==> config.mk <==
export PLATFORM = sky130hd
export DESIGN_NAME = fwd_scoreboard
export DESIGN_NICKNAME = d
export VERILOG_FILES = /design/src/rtl/fwd_scoreboard_pkg.sv /design/src/rtl/fwd_src_sel.sv /design/src/rtl/fwd_scoreboard.sv
export SDC_FILE = /design/constraint.sdc
export NUM_CORES = 1
export LEC_CHECK = 0
export ABC_AREA = 0
export CORE_UTILIZATION = 36
export DETAILED_ROUTE_END_ITERATION = 7
export PLACE_DENSITY = 0.83
export SYNTH_ARGS = -nofsm -noshare
export SYNTH_HDL_FRONTEND = slang
export SYNTH_SLANG_ARGS = --single-unit
==> constraint.sdc <==
create_clock -name clk -period 3.3 [get_ports clk]
set_input_delay 0.66 -clock clk [delete_from_list [all_inputs] [get_ports clk]]
set_output_delay 0.66 -clock clk [all_outputs]
set_load 0.005 [all_outputs]
==> src/rtl/fwd_scoreboard_pkg.sv <==
// Shared constants for the operand-forwarding scoreboard: Tnew/Tuse encodings
// and an index-width helper used to size stage indices.
package fwd_scoreboard_pkg;

    localparam int TNEW_NONE = 0;
    localparam int TNEW_ALU  = 1;
    localparam int TNEW_LD   = 2;

    localparam int TUSE_BR   = 0;
    localparam int TUSE_ALU  = 1;
    localparam int TUSE_ST   = 2;

    localparam int CNT_W     = 32;

    function automatic int idx_width(input int n);
        return (n > 1) ? $clog2(n) : 1;
    endfunction

endpackage

==> src/rtl/fwd_src_sel.sv <==
// Per-port priority match over the in-flight entries: youngest matching write wins.
// Purely combinational; reports whether to forward (hit), from where, and whether to stall.
module fwd_src_sel
    import fwd_scoreboard_pkg::*;
#(
    parameter int DEPTH  = 3,
    parameter int REG_AW = 5,
    parameter int TNEW_W = 2,
    parameter int IDX_W  = idx_width(DEPTH)
) (
    input  logic [DEPTH-1:0]        ent_vld,
    input  logic [DEPTH*REG_AW-1:0] ent_wa,
    input  logic [DEPTH*TNEW_W-1:0] ent_tnew,
    input  logic [REG_AW-1:0]       src_addr,
    input  logic [TNEW_W-1:0]       src_tuse,
    output logic                    hazard,
    output logic                    hit,
    output logic [IDX_W-1:0]        stage_idx
);

    logic              found;
    logic [TNEW_W-1:0] tnew_sel;

    // Scan oldest to youngest so the youngest match is the last one to land.
    always_comb begin
        found     = 1'b0;
        tnew_sel  = '0;
        stage_idx = '0;
        for (int k = DEPTH - 1; k >= 0; k--) begin
            if (ent_vld[k] && (ent_wa[k*REG_AW +: REG_AW] == src_addr)) begin
                found     = 1'b1;
                stage_idx = IDX_W'(k);
                tnew_sel  = ent_tnew[k*TNEW_W +: TNEW_W];
            end
        end
    end

    assign hit    = found && (src_addr != '0) && (tnew_sel == '0);
    assign hazard = found && (src_addr != '0) && (tnew_sel > src_tuse);

endmodule

==> src/rtl/fwd_scoreboard.sv <==
// Operand-forwarding and Tuse/Tnew hazard unit; optional FWD_STATS_EN adds stall/forward counters.
// Zero-latency outputs from DEPTH tracked writes; stall freezes F/D and blocks the issuing entry.
module fwd_scoreboard
    import fwd_scoreboard_pkg::*;
#(
    parameter int NUM_SRC = 2,
    parameter int DEPTH   = 3,
    parameter int REG_AW  = 5,
    parameter int DW      = 32,
    parameter int TNEW_W  = 2
) (
    input  logic                      clk,
    input  logic                      reset_n,
    input  logic                      iss_valid,
    input  logic [REG_AW-1:0]         iss_wa,
    input  logic [TNEW_W-1:0]         iss_tnew,
    input  logic                      flush,
    input  logic [DEPTH*DW-1:0]       stage_data,
    input  logic [NUM_SRC*REG_AW-1:0] src_addr,
    input  logic [NUM_SRC*TNEW_W-1:0] src_tuse,
    input  logic [NUM_SRC*DW-1:0]     src_rf_data,
    output logic [NUM_SRC*DW-1:0]     src_data,
    output logic                      stall
`ifdef FWD_STATS_EN
    ,
    output logic [CNT_W-1:0]          stall_cnt,
    output logic [CNT_W-1:0]          fwd_cnt
`endif
);

    localparam int IDX_W = idx_width(DEPTH);

    logic [DEPTH-1:0]        ent_vld;
    logic [DEPTH*REG_AW-1:0] ent_wa;
    logic [DEPTH*TNEW_W-1:0] ent_tnew;
    logic [NUM_SRC-1:0]      hazard_vec;
    logic [NUM_SRC-1:0]      hit_vec;

    always_ff @(posedge clk or negedge reset_n) begin
        if (!reset_n) begin
            ent_vld  <= '0;
            ent_wa   <= '0;
            ent_tnew <= '0;
        end else if (flush) begin
            ent_vld  <= '0;
        end else begin
            // A stalled instruction stays in D, so E receives a bubble.
            ent_vld[0]              <= iss_valid & ~stall & (iss_wa != '0);
            ent_wa[0 +: REG_AW]     <= iss_wa;
            ent_tnew[0 +: TNEW_W]   <= iss_tnew;
            for (int k = 1; k < DEPTH; k++) begin
                ent_vld[k]                  <= ent_vld[k-1];
                ent_wa[k*REG_AW +: REG_AW]  <= ent_wa[(k-1)*REG_AW +: REG_AW];
                ent_tnew[k*TNEW_W +: TNEW_W] <=
                    (ent_tnew[(k-1)*TNEW_W +: TNEW_W] == '0) ? '0
                    : ent_tnew[(k-1)*TNEW_W +: TNEW_W] - 1'b1;
            end
        end
    end

    for (genvar p = 0; p < NUM_SRC; p++) begin : g_port
        logic [IDX_W-1:0] stage_idx;

        fwd_src_sel #(
            .DEPTH  (DEPTH),
            .REG_AW (REG_AW),
            .TNEW_W (TNEW_W),
            .IDX_W  (IDX_W)
        ) u_sel (
            .ent_vld   (ent_vld),
            .ent_wa    (ent_wa),
            .ent_tnew  (ent_tnew),
            .src_addr  (src_addr[p*REG_AW +: REG_AW]),
            .src_tuse  (src_tuse[p*TNEW_W +: TNEW_W]),
            .hazard    (hazard_vec[p]),
            .hit       (hit_vec[p]),
            .stage_idx (stage_idx)
        );

        assign src_data[p*DW +: DW] = hit_vec[p] ? stage_data[int'(stage_idx)*DW +: DW]
                                                 : src_rf_data[p*DW +: DW];
    end

    assign stall = |hazard_vec;

`ifdef FWD_STATS_EN
    always_ff @(posedge clk or negedge reset_n) begin
        if (!reset_n) begin
            stall_cnt <= '0;
            fwd_cnt   <= '0;
        end else begin
            if (stall && (stall_cnt != '1)) stall_cnt <= stall_cnt + 1'b1;
            if ((|hit_vec) && (fwd_cnt != '1)) fwd_cnt <= fwd_cnt + 1'b1;
        end
    end
`endif

endmodule

==> results of run 1 <==
[how the worst min path moves through the flow]
stage / startpoint / endpoint / slack (ps) / cells past startpoint
final: ent_tnew[2]$_DFFE_PN0N_ / ent_tnew[4]$_DFFE_PN0N_ / 520 / 1
after global routing: ent_tnew[2]$_DFFE_PN0N_ / ent_tnew[4]$_DFFE_PN0N_ / 540 / 1
after CTS: ent_tnew[2]$_DFFE_PN0N_ / ent_tnew[4]$_DFFE_PN0N_ / 500 / 1
after detailed placement: ent_tnew[2]$_DFFE_PN0N_ / ent_tnew[4]$_DFFE_PN0N_ / 490 / 1
after global placement: ent_tnew[3]$_DFFE_PN0N_ / ent_tnew[3]$_DFFE_PN0N_ / 470 / 2
after floorplan: reset_n / ent_tnew[0]$_DFFE_PN0N_ / 360 / 0
[placed cells by master, fill, tap and decap left out, types with 2 or more instances in the layout]
| cell | instances |
|---|---|
| a211oi_4 | 2 |
| a2bb2oi_1 | 31 |
| a31o_4 | 2 |
| and3_1 | 2 |
| buf_12 | 12 |
| buf_16 | 4 |
| buf_2 | 37 |
| buf_4 | 54 |
| buf_6 | 65 |
| buf_8 | 2 |
| clkbuf_8 | 3 |
| clkdlybuf4s50_1 | 174 |
| dfrtp_1 | 24 |
| ha_1 | 4 |
| inv_1 | 39 |
| mux2_2 | 17 |
| mux2_4 | 32 |
| mux2i_1 | 31 |
| nand2_1 | 11 |
| nand3_4 | 2 |
| nand4_1 | 4 |
| nor2_1 | 3 |
| nor2b_1 | 4 |
| o2111ai_4 | 2 |
| o211ai_1 | 2 |
| o21ai_0 | 2 |
| o22a_1 | 32 |
| o22ai_1 | 64 |
| o31ai_1 | 2 |
| or2_4 | 3 |
| or3_1 | 3 |
| or4_1 | 3 |
| xnor2_1 | 9 |
| xnor2_2 | 13 |
| xor2_1 | 6 |
| xor2_2 | 2 |
[flip-flops by register name, summed over array words and instances, names as in the netlist]
register	count
ent_wa	15
ent_tnew	6
ent_vld	3
[cells by family (layout without fill, tap and decap cells)]
family	after synthesis	in the layout
AO/OA/AOI/OAI	149	149
buffers and inverters	75	391
adder cells (fa/ha/maj)	4	4
AND/OR/NAND/NOR	46	46
flip-flops	24	24
multiplexers	81	81
XOR/XNOR	30	30
[routing by layer]
layer	routed length (um)	GRT usage, %	up-vias
li1	-	-	2207
met1	6766	39.04	2363
met2	9459	63.01	315
met3	1446	5.895	68
met4	714	13.04	0
met5	0	0	-
[stage by stage]
stage / setup TNS [ps] / cell area [um2]
2_1_floorplan: 0 / 3506
3_3_place_gp: -56080 / 6548
3_5_place_dp: -61490 / 6548
4_1_cts: -6155 / 7368
5_1_grt: -21480 / 7428
6_report: -14560 / 7428
[power by group through the flow]
stage          sequential [W]  clock (W)  combinational [W]
6_report             0.000379   0.000263           0.000863
5_1_grt              0.000383   0.000275           0.000906
4_1_cts              0.000371   0.000261           0.000816
3_5_place_dp         0.000377          0           0.000710
3_3_place_gp         0.000375          0           0.000692
2_1_floorplan        0.000368          0           0.000245
[repair_timing]
action                     4_1_cts  5_1_grt
resized for setup              431       22
setup endpoints to repair       66       65
buffers inserted                39        2
cloned                           6        0
pin swaps                       28       18
[critical path, stage by stage]
cell and delay, ps:
buf_8 100, buf_6 120, xnor2_2 160, nand4_1 280, buf_4 250, nor3_2 110
a31oi_1 80, buf_4 160, a211oi_4 250, buf_6 150, buf_12 130, buf_6 110
buf_6 80, mux2i_1 170, buf_2 140
[layout make-up]
type	count	area [um2]	share of cell area (%)
sequential	24	600.6	8.085
inverter	39	146.4	1.971
multi-input combinational	310	3004	40.44
tap	129	161.4	2.173
timing repair buffer	348	3445	46.37
clock inverter	1	30.03	0.4042
clock buffer	3	41.29	0.5558
==> metrics.md, run 1 <==
| Metric | Value |
|---|---|
| Status | `finished, violations left` |
| Failing checks | `negative setup slack` |
| Fmax | `between 200 and 300 MHz` |
| Global route overflow | `0` |
| Initial core utilization | `37.59%` |
| Yosys top cell by area | `dfrtp_1` |
| Worst clock skew | `about 11 ps` |
| GRT Util Overall | `34.14%` |
| Final cell count without fillers | `approximately 850` |
| Via/cell ratio | `about 5.8` |
| Global-route wire length before repair | `about 27 mm` |
| Longest Clk Path Bufs | `2` |
| Hpwl dp | `12.19 mm` |
| Sequential-to-total area share from yosys stat | `17.13%` |
| Fin crit period | `approximately 3600 ps` |
| Reg2reg start | `ent_wa[3]$_DFFE_PN0N_` |
| Sequential power share | `roughly 25%` |
| Area of the core | `9328 um2` |
| Total wire length | `18.39 mm` |
| Switching power total | `about 0.00047 W` |
| Vias post-DR | `around 5000` |
| Yosys Warn Count | `0` |
| Layout Nets | `915` |
| CP required | `roughly 2600 ps` |
| Power Internal | `about 0.0010 W` |
| # Max-Cap Violations | `0` |
| Ports | `between 200 and 300` |
| Vias in the first global route | `5200` |
| Post-placement setup slack | `-1108 ps` |
| Final Max Tran Viols | `0` |
| Synth Register Bits | `24` |
| Synth Area in Adders | `approximately 1.4%` |
| Post-layout util | `between 70% and 80%` |
| Compound-Gate Fraction of Synth Area | `about a third` |
| Worst Hold Slack | `517.6 ps` |
| CTS Hold Bufs | `0` |
| Post-synthesis xor/xnor area fraction | `under 10%` |
| Clk Latency, worst-skew pair | `about 280 ps` |
| Clk pin slew, worst setup/hold paths | `about 80 ps` |
| Top-area cell type share of the netlist area | `between 10% and 20%` |
| Comb pwr share | `~57%` |
| Pwr Density | `202.7 nW/um2` |
| Top_reg_cell synth | `dfrtp_1` |
| Setup violations, final | `65` |
| Mapped Area | `~3500 um2` |
| Crit end category | `output pin` |
| Drt drc | `0` |
| Fill count | `around 590` |
| Post-Synth Simple-Gate Area | `around 7.5%` |
| Sw frac | `between 30% and 40%` |
| Top post-synthesis cells by area | `dfrtp_1 17%, o22ai_1 12%, mux2_1 9.6%` |
| Cells after DPL | `805` |
| Startpoint types | `input port` |
| Final hold vios | `0` |
| Mapped Cells | `a little over 400` |
| Cts bufs inserted | `3` |
| CP startpoint | `src_addr[7]` |
| Most common cell in the netlist | `o22ai_1` |
| Initial antenna violation count | `0` |
| Die width | `a little over 100 um` |
| Worst vdd ir | `339.0 uV` |
| Setup WS post-layout | `-310.0 ps` |
| DRT iter0 DRCs | `204` |
| Antenna viol nets, final | `0` |
| Worst slew pin tran | `1089 ps` |
| Post-synthesis cell type count | `45` |
| Fin crit share | `109.4%` |
| Power share of the clock group | `between 15 and 20%` |
| Worst reg-to-reg setup slack | `340 ps` |
| Share of cells above drive strength 1 | `roughly 37%` |
| CTS tree | `built` |
| Wirelength per Cell | `about 22 um` |
| Largest net degree at the start of global routing | `33` |
| Crit-path max FO | `6` |
| Worst r2r dst | `ent_vld[0]$_DFF_PN0_` |
| FFs w/ async S/R, synth | `100.0%` |
| GPL Wtd Cong | `just under 1` |
| Net Count, Synth | `approximately 600` |
| Largest family of logic cells by synthesized area | `compound AO/OA/AOI/OAI gates` |
| Overall Power | `approximately 0.0015 W` |
| Pleak | `around 3.0 nW` |
| Crit path kind | `in -> out` |
| Sink Count | `24` |
| Die Footprint | `between 10000 and 15000 um2` |
| Relative slew margins | `between 20% and 30%` |
| Syn avg cell area | `8.572 um2` |
| Pre-Repair DR Iteration Count | `5` |
| Hold crit path type | `reg -> reg` |
| PortBufs | `249` |
| Reg2reg path depth | `13` |
| Worst setup endpoint | `src_data[55]` |
| Top cells by count, synth | `65 x o22ai_1, 39 x inv_1, 32 x mux2i_1, 32 x o22a_1, 31 x a2bb2oi_1` |
| RSZ-0062 raised after global routing | `true` |
| WP data arrival | `roughly 3000 ps` |
| Post-synth EDFFs | `0` |
| Die Y | `a little over 100 um` |
| Depth of the CTS H-tree | `1` |
| Cell Rows | `35` |
| CTS root buf | `clkbuf_8` |
| Proportion of synthesized area in mux cells | `roughly 25%` |
| Synth-to-Final Area Change | `111.9%` |
| Ant. Diodes | `0` |
Note: power is estimated with default switching activity, not from simulation.
==> run 2: changes to the inputs <==
--- a/config.mk
+++ b/config.mk
@@ -6,8 +6,10 @@
 export NUM_CORES = 1
 export LEC_CHECK = 0
 export ABC_AREA = 0
+export CORE_MARGIN = 4
 export CORE_UTILIZATION = 36
 export DETAILED_ROUTE_END_ITERATION = 7
+export MAX_ROUTING_LAYER = met4
 export PLACE_DENSITY = 0.83
 export SYNTH_ARGS = -nofsm -noshare
 export SYNTH_HDL_FRONTEND = slang
==> run 2 against run 1 <==
Effect of this change: the run still ends with negative setup slack left; clock skew shrank 8.9 ps; critical path depth shrank 2; die area grew 12%; total power shrank 6.9%; design area shrank 3.2%; via count grew 1.3%; hold slack gained 5.1 ps; non-clock buffer count shrank 24; count of clock-buffer cells in the layout is the same; sequential power is essentially flat; first-iteration DRC count grew 67%; critical path type is now reg -> out; critical endpoint is now src_data[33]; highest routed layer unchanged.
==> metrics.md, run 2 (same netlist as run 1, synthesis figures left out) <==
| Metric | Value |
|---|---|
| Vias post-DR | `5019 (+1.3%)` |
| RSZ-0062 raised after global routing | `true` |
| Sequential power share | `27.0% (+1.8 points)` |
| Global-route wire length before repair | `27.84 mm (+2.9%)` |
| Crit path kind | `reg -> out` |
| # Max-Cap Violations | `0 (unchanged)` |
| PortBufs | `249 (unchanged)` |
| Cell Rows | `35 (unchanged)` |
| Hpwl dp | `13.11 mm (+7.6%)` |
| Fin crit period | `3614 ps (+4.419 ps)` |
| CP startpoint | `ent_wa[9]$_DFFE_PN0N_` |
| Crit end category | `output pin` |
| Vias in the first global route | `5033 (-3.2%)` |
| Initial antenna violation count | `0 (unchanged)` |
| Power Internal | `0.0009398 W (-9.2%)` |
| Top Registers | `ent_wa: 15 flops, ent_tnew: 6 flops, ent_vld: 3 flops` |
| Share of cells above drive strength 1 | `36.29% (-0.54 points)` |
| Final Max Tran Viols | `0 (unchanged)` |
| Cts bufs inserted | `3 (unchanged)` |
| Die Y | `106.7 um (+6.0%)` |
| Commonest non-fill, non-tap cells in the layout | `174 x clkdlybuf4s50_1, 64 x o22ai_1, 53 x buf_6` |
| WP data arrival | `2950 ps (about the same)` |
| Ant. Diodes | `0 (unchanged)` |
| Die Footprint | `11380 um2 (+12%)` |
| Via/cell ratio | `6.054 (+4.4%)` |
| CTS tree | `built` |
| Hold crit path type | `reg -> reg` |
| GRT Util Overall | `31.36% (-2.8 points)` |
| Drt drc | `0 (unchanged)` |
| GPL Wtd Cong | `1.002 (+2.7%)` |
| Reg2reg start | `ent_wa[9]$_DFFE_PN0N_` |
| Final hold vios | `0 (unchanged)` |
| Worst slew pin tran | `1128 ps (+39.35 ps)` |
| Setup violations, final | `65 (unchanged)` |
| Post-placement setup slack | `-1043 ps (+65.07 ps)` |
| Comb pwr share | `60.4% (+3.1 points)` |
| Wirelength per Cell | `23.64 um (+9.8%)` |
| Pre-Repair DR Iteration Count | `5 (unchanged)` |
| Fin crit share | `109.5% (+0.13 points)` |
| Worst vdd ir | `276.1 uV (-19%)` |
| Layout Nets | `891 (-2.6%)` |
| Area of the core | `9371 um2 (+0.47%)` |
| Total wire length | `19.60 mm (+6.6%)` |
| Power share of the clock group | `12.6% (-4.9 points)` |
| Commonest non-fill, non-tap cell in the layout | `clkdlybuf4s50_1` |
| Status | `finished, violations left` |
| Relative slew margins | `24.53% (-2.6 points)` |
| Hold Startpoint | `ent_tnew[2]$_DFFE_PN0N_` |
| Startpoint types | `flop` |
| Sw frac | `32.96% (+1.7 points)` |
| Clk pin slew, worst setup/hold paths | `80 ps (about the same)` |
| CP required | `2640 ps (about the same)` |
| CTS root buf | `clkbuf_8` |
| Switching power total | `0.0004621 W (-1.8%)` |
| Ports | `250 (unchanged)` |
| Largest net degree at the start of global routing | `33 (unchanged)` |
| Die width | `106.7 um (+6.0%)` |
| Fmax | `276.7 MHz (-0.12%)` |
| Max reg flops | `15 (unchanged)` |
| Sink Count | `24 (unchanged)` |
| Clk Latency, worst-skew pair | `270 ps (about the same)` |
| Reg with most FFs | `ent_wa` |
| Depth of the CTS H-tree | `1 (unchanged)` |
| Worst clock skew | `2.589 ps (-8.907 ps)` |
| Pleak | `2.903 nW (-4.8%)` |
| Setup WS post-layout | `-314.4 ps (-4.419 ps)` |
| Failing checks | `negative setup slack` |
| Initial core utilization | `37.41% (-0.18 points)` |
| Pwr Density | `195.0 nW/um2 (-3.8%)` |
| DRT iter0 DRCs | `340 (+67%)` |
| Post-layout util | `76.72% (-2.9 points)` |
| Antenna viol nets, final | `0 (unchanged)` |
| Synth-to-Final Area Change | `105.1%` |
| Global route overflow | `0 (unchanged)` |
| Crit-path max FO | `5 (-1)` |
| Longest Clk Path Bufs | `2 (unchanged)` |
run 2: critical path, cell delays in order, from the launching register on:
cell and delay [ps]:
dfrtp_1 410, buf_6 130, xnor2_2 130, nand4_1 220
buf_4 230, o2111ai_4 240, o221ai_2 160, buf_4 160
a211oi_4 190, buf_6 160, buf_6 130, buf_16 130
mux2i_4 240, buf_2 150
run 2: repair_timing:
| item | CTS | global route |
|---|---|---|
| setup endpoints to repair | 66 | 65 |
| pin swaps | 31 | 19 |
| cloned | 6 | 0 |
| gates resized for setup | 445 | 31 |
| buffers inserted | 19 | 3 |
| hold endpoints to repair | 0 | 0 |
| hold buffers | 0 | 0 |
run 2: area by class of cell:
class,instances,area [um2]
flip-flops and latches,24,600.6
well taps,129,161.4
fillers,632,2182
inverters,39,146.4
multi-input cells,310,3090
clock buffers,3,41.29
repair buffers,324,3149
run 2: metal layers:
layer | vias up | global-route usage, % | part of all wire (%)
met1 | 2448 | 35.44 | 36
met5 | - | - | 0
met4 | 0 | 9.589 | 3.4
met3 | 74 | 5.960 | 8.8
li1 | 2171 | - | -
met2 | 326 | 56.12 | 52
run 2: final timing paths:
check / cells after the start / slack [ps] / endpoint
max: 13 / -310 / src_data[33]
min: 1 / 520 / ent_tnew[4]$_DFFE_PN0N_
max reg2reg: 13 / 520 / ent_vld[0]$_DFF_PN0_
min reg2reg: 1 / 520 / ent_tnew[4]$_DFFE_PN0N_
max in group asynchronous: 1 / 1640 / ent_wa[3]$_DFFE_PN0N_
min in group asynchronous: 1 / 990 / ent_tnew[1]$_DFFE_PN0N_
run 2: per-stage QoR:
step / setup TNS, ps / instances / power (W) / area [um2] / hold WS [ps]
final: -13070 / 829 / 0.001402 / 7189 / 522.7
after global routing: -19270 / 829 / 0.001458 / 7189 / 538.8
after CTS: -8762 / 831 / 0.001333 / 7092 / 492.5
after floorplan: 0 / 409 / 0.0006136 / 3506 / 364.4
after global placement: -56400 / 804 / 0.001061 / 6515 / 463.0
after detailed placement: -60190 / 804 / 0.001082 / 6515 / 481.8
run 2: power by group through the flow:
| stage | Clock [W] | Sequential, W | Combinational [W] |
|---|---|---|---|
| after global routing | 0.000188 | 0.000384 | 0.000886 |
| after global placement | 0 | 0.000377 | 0.000684 |
| after detailed placement | 0 | 0.000379 | 0.000703 |
| after CTS | 0.000173 | 0.000374 | 0.000786 |
| final | 0.000176 | 0.000379 | 0.000847 |
| after floorplan | 0 | 0.000368 | 0.000245 |
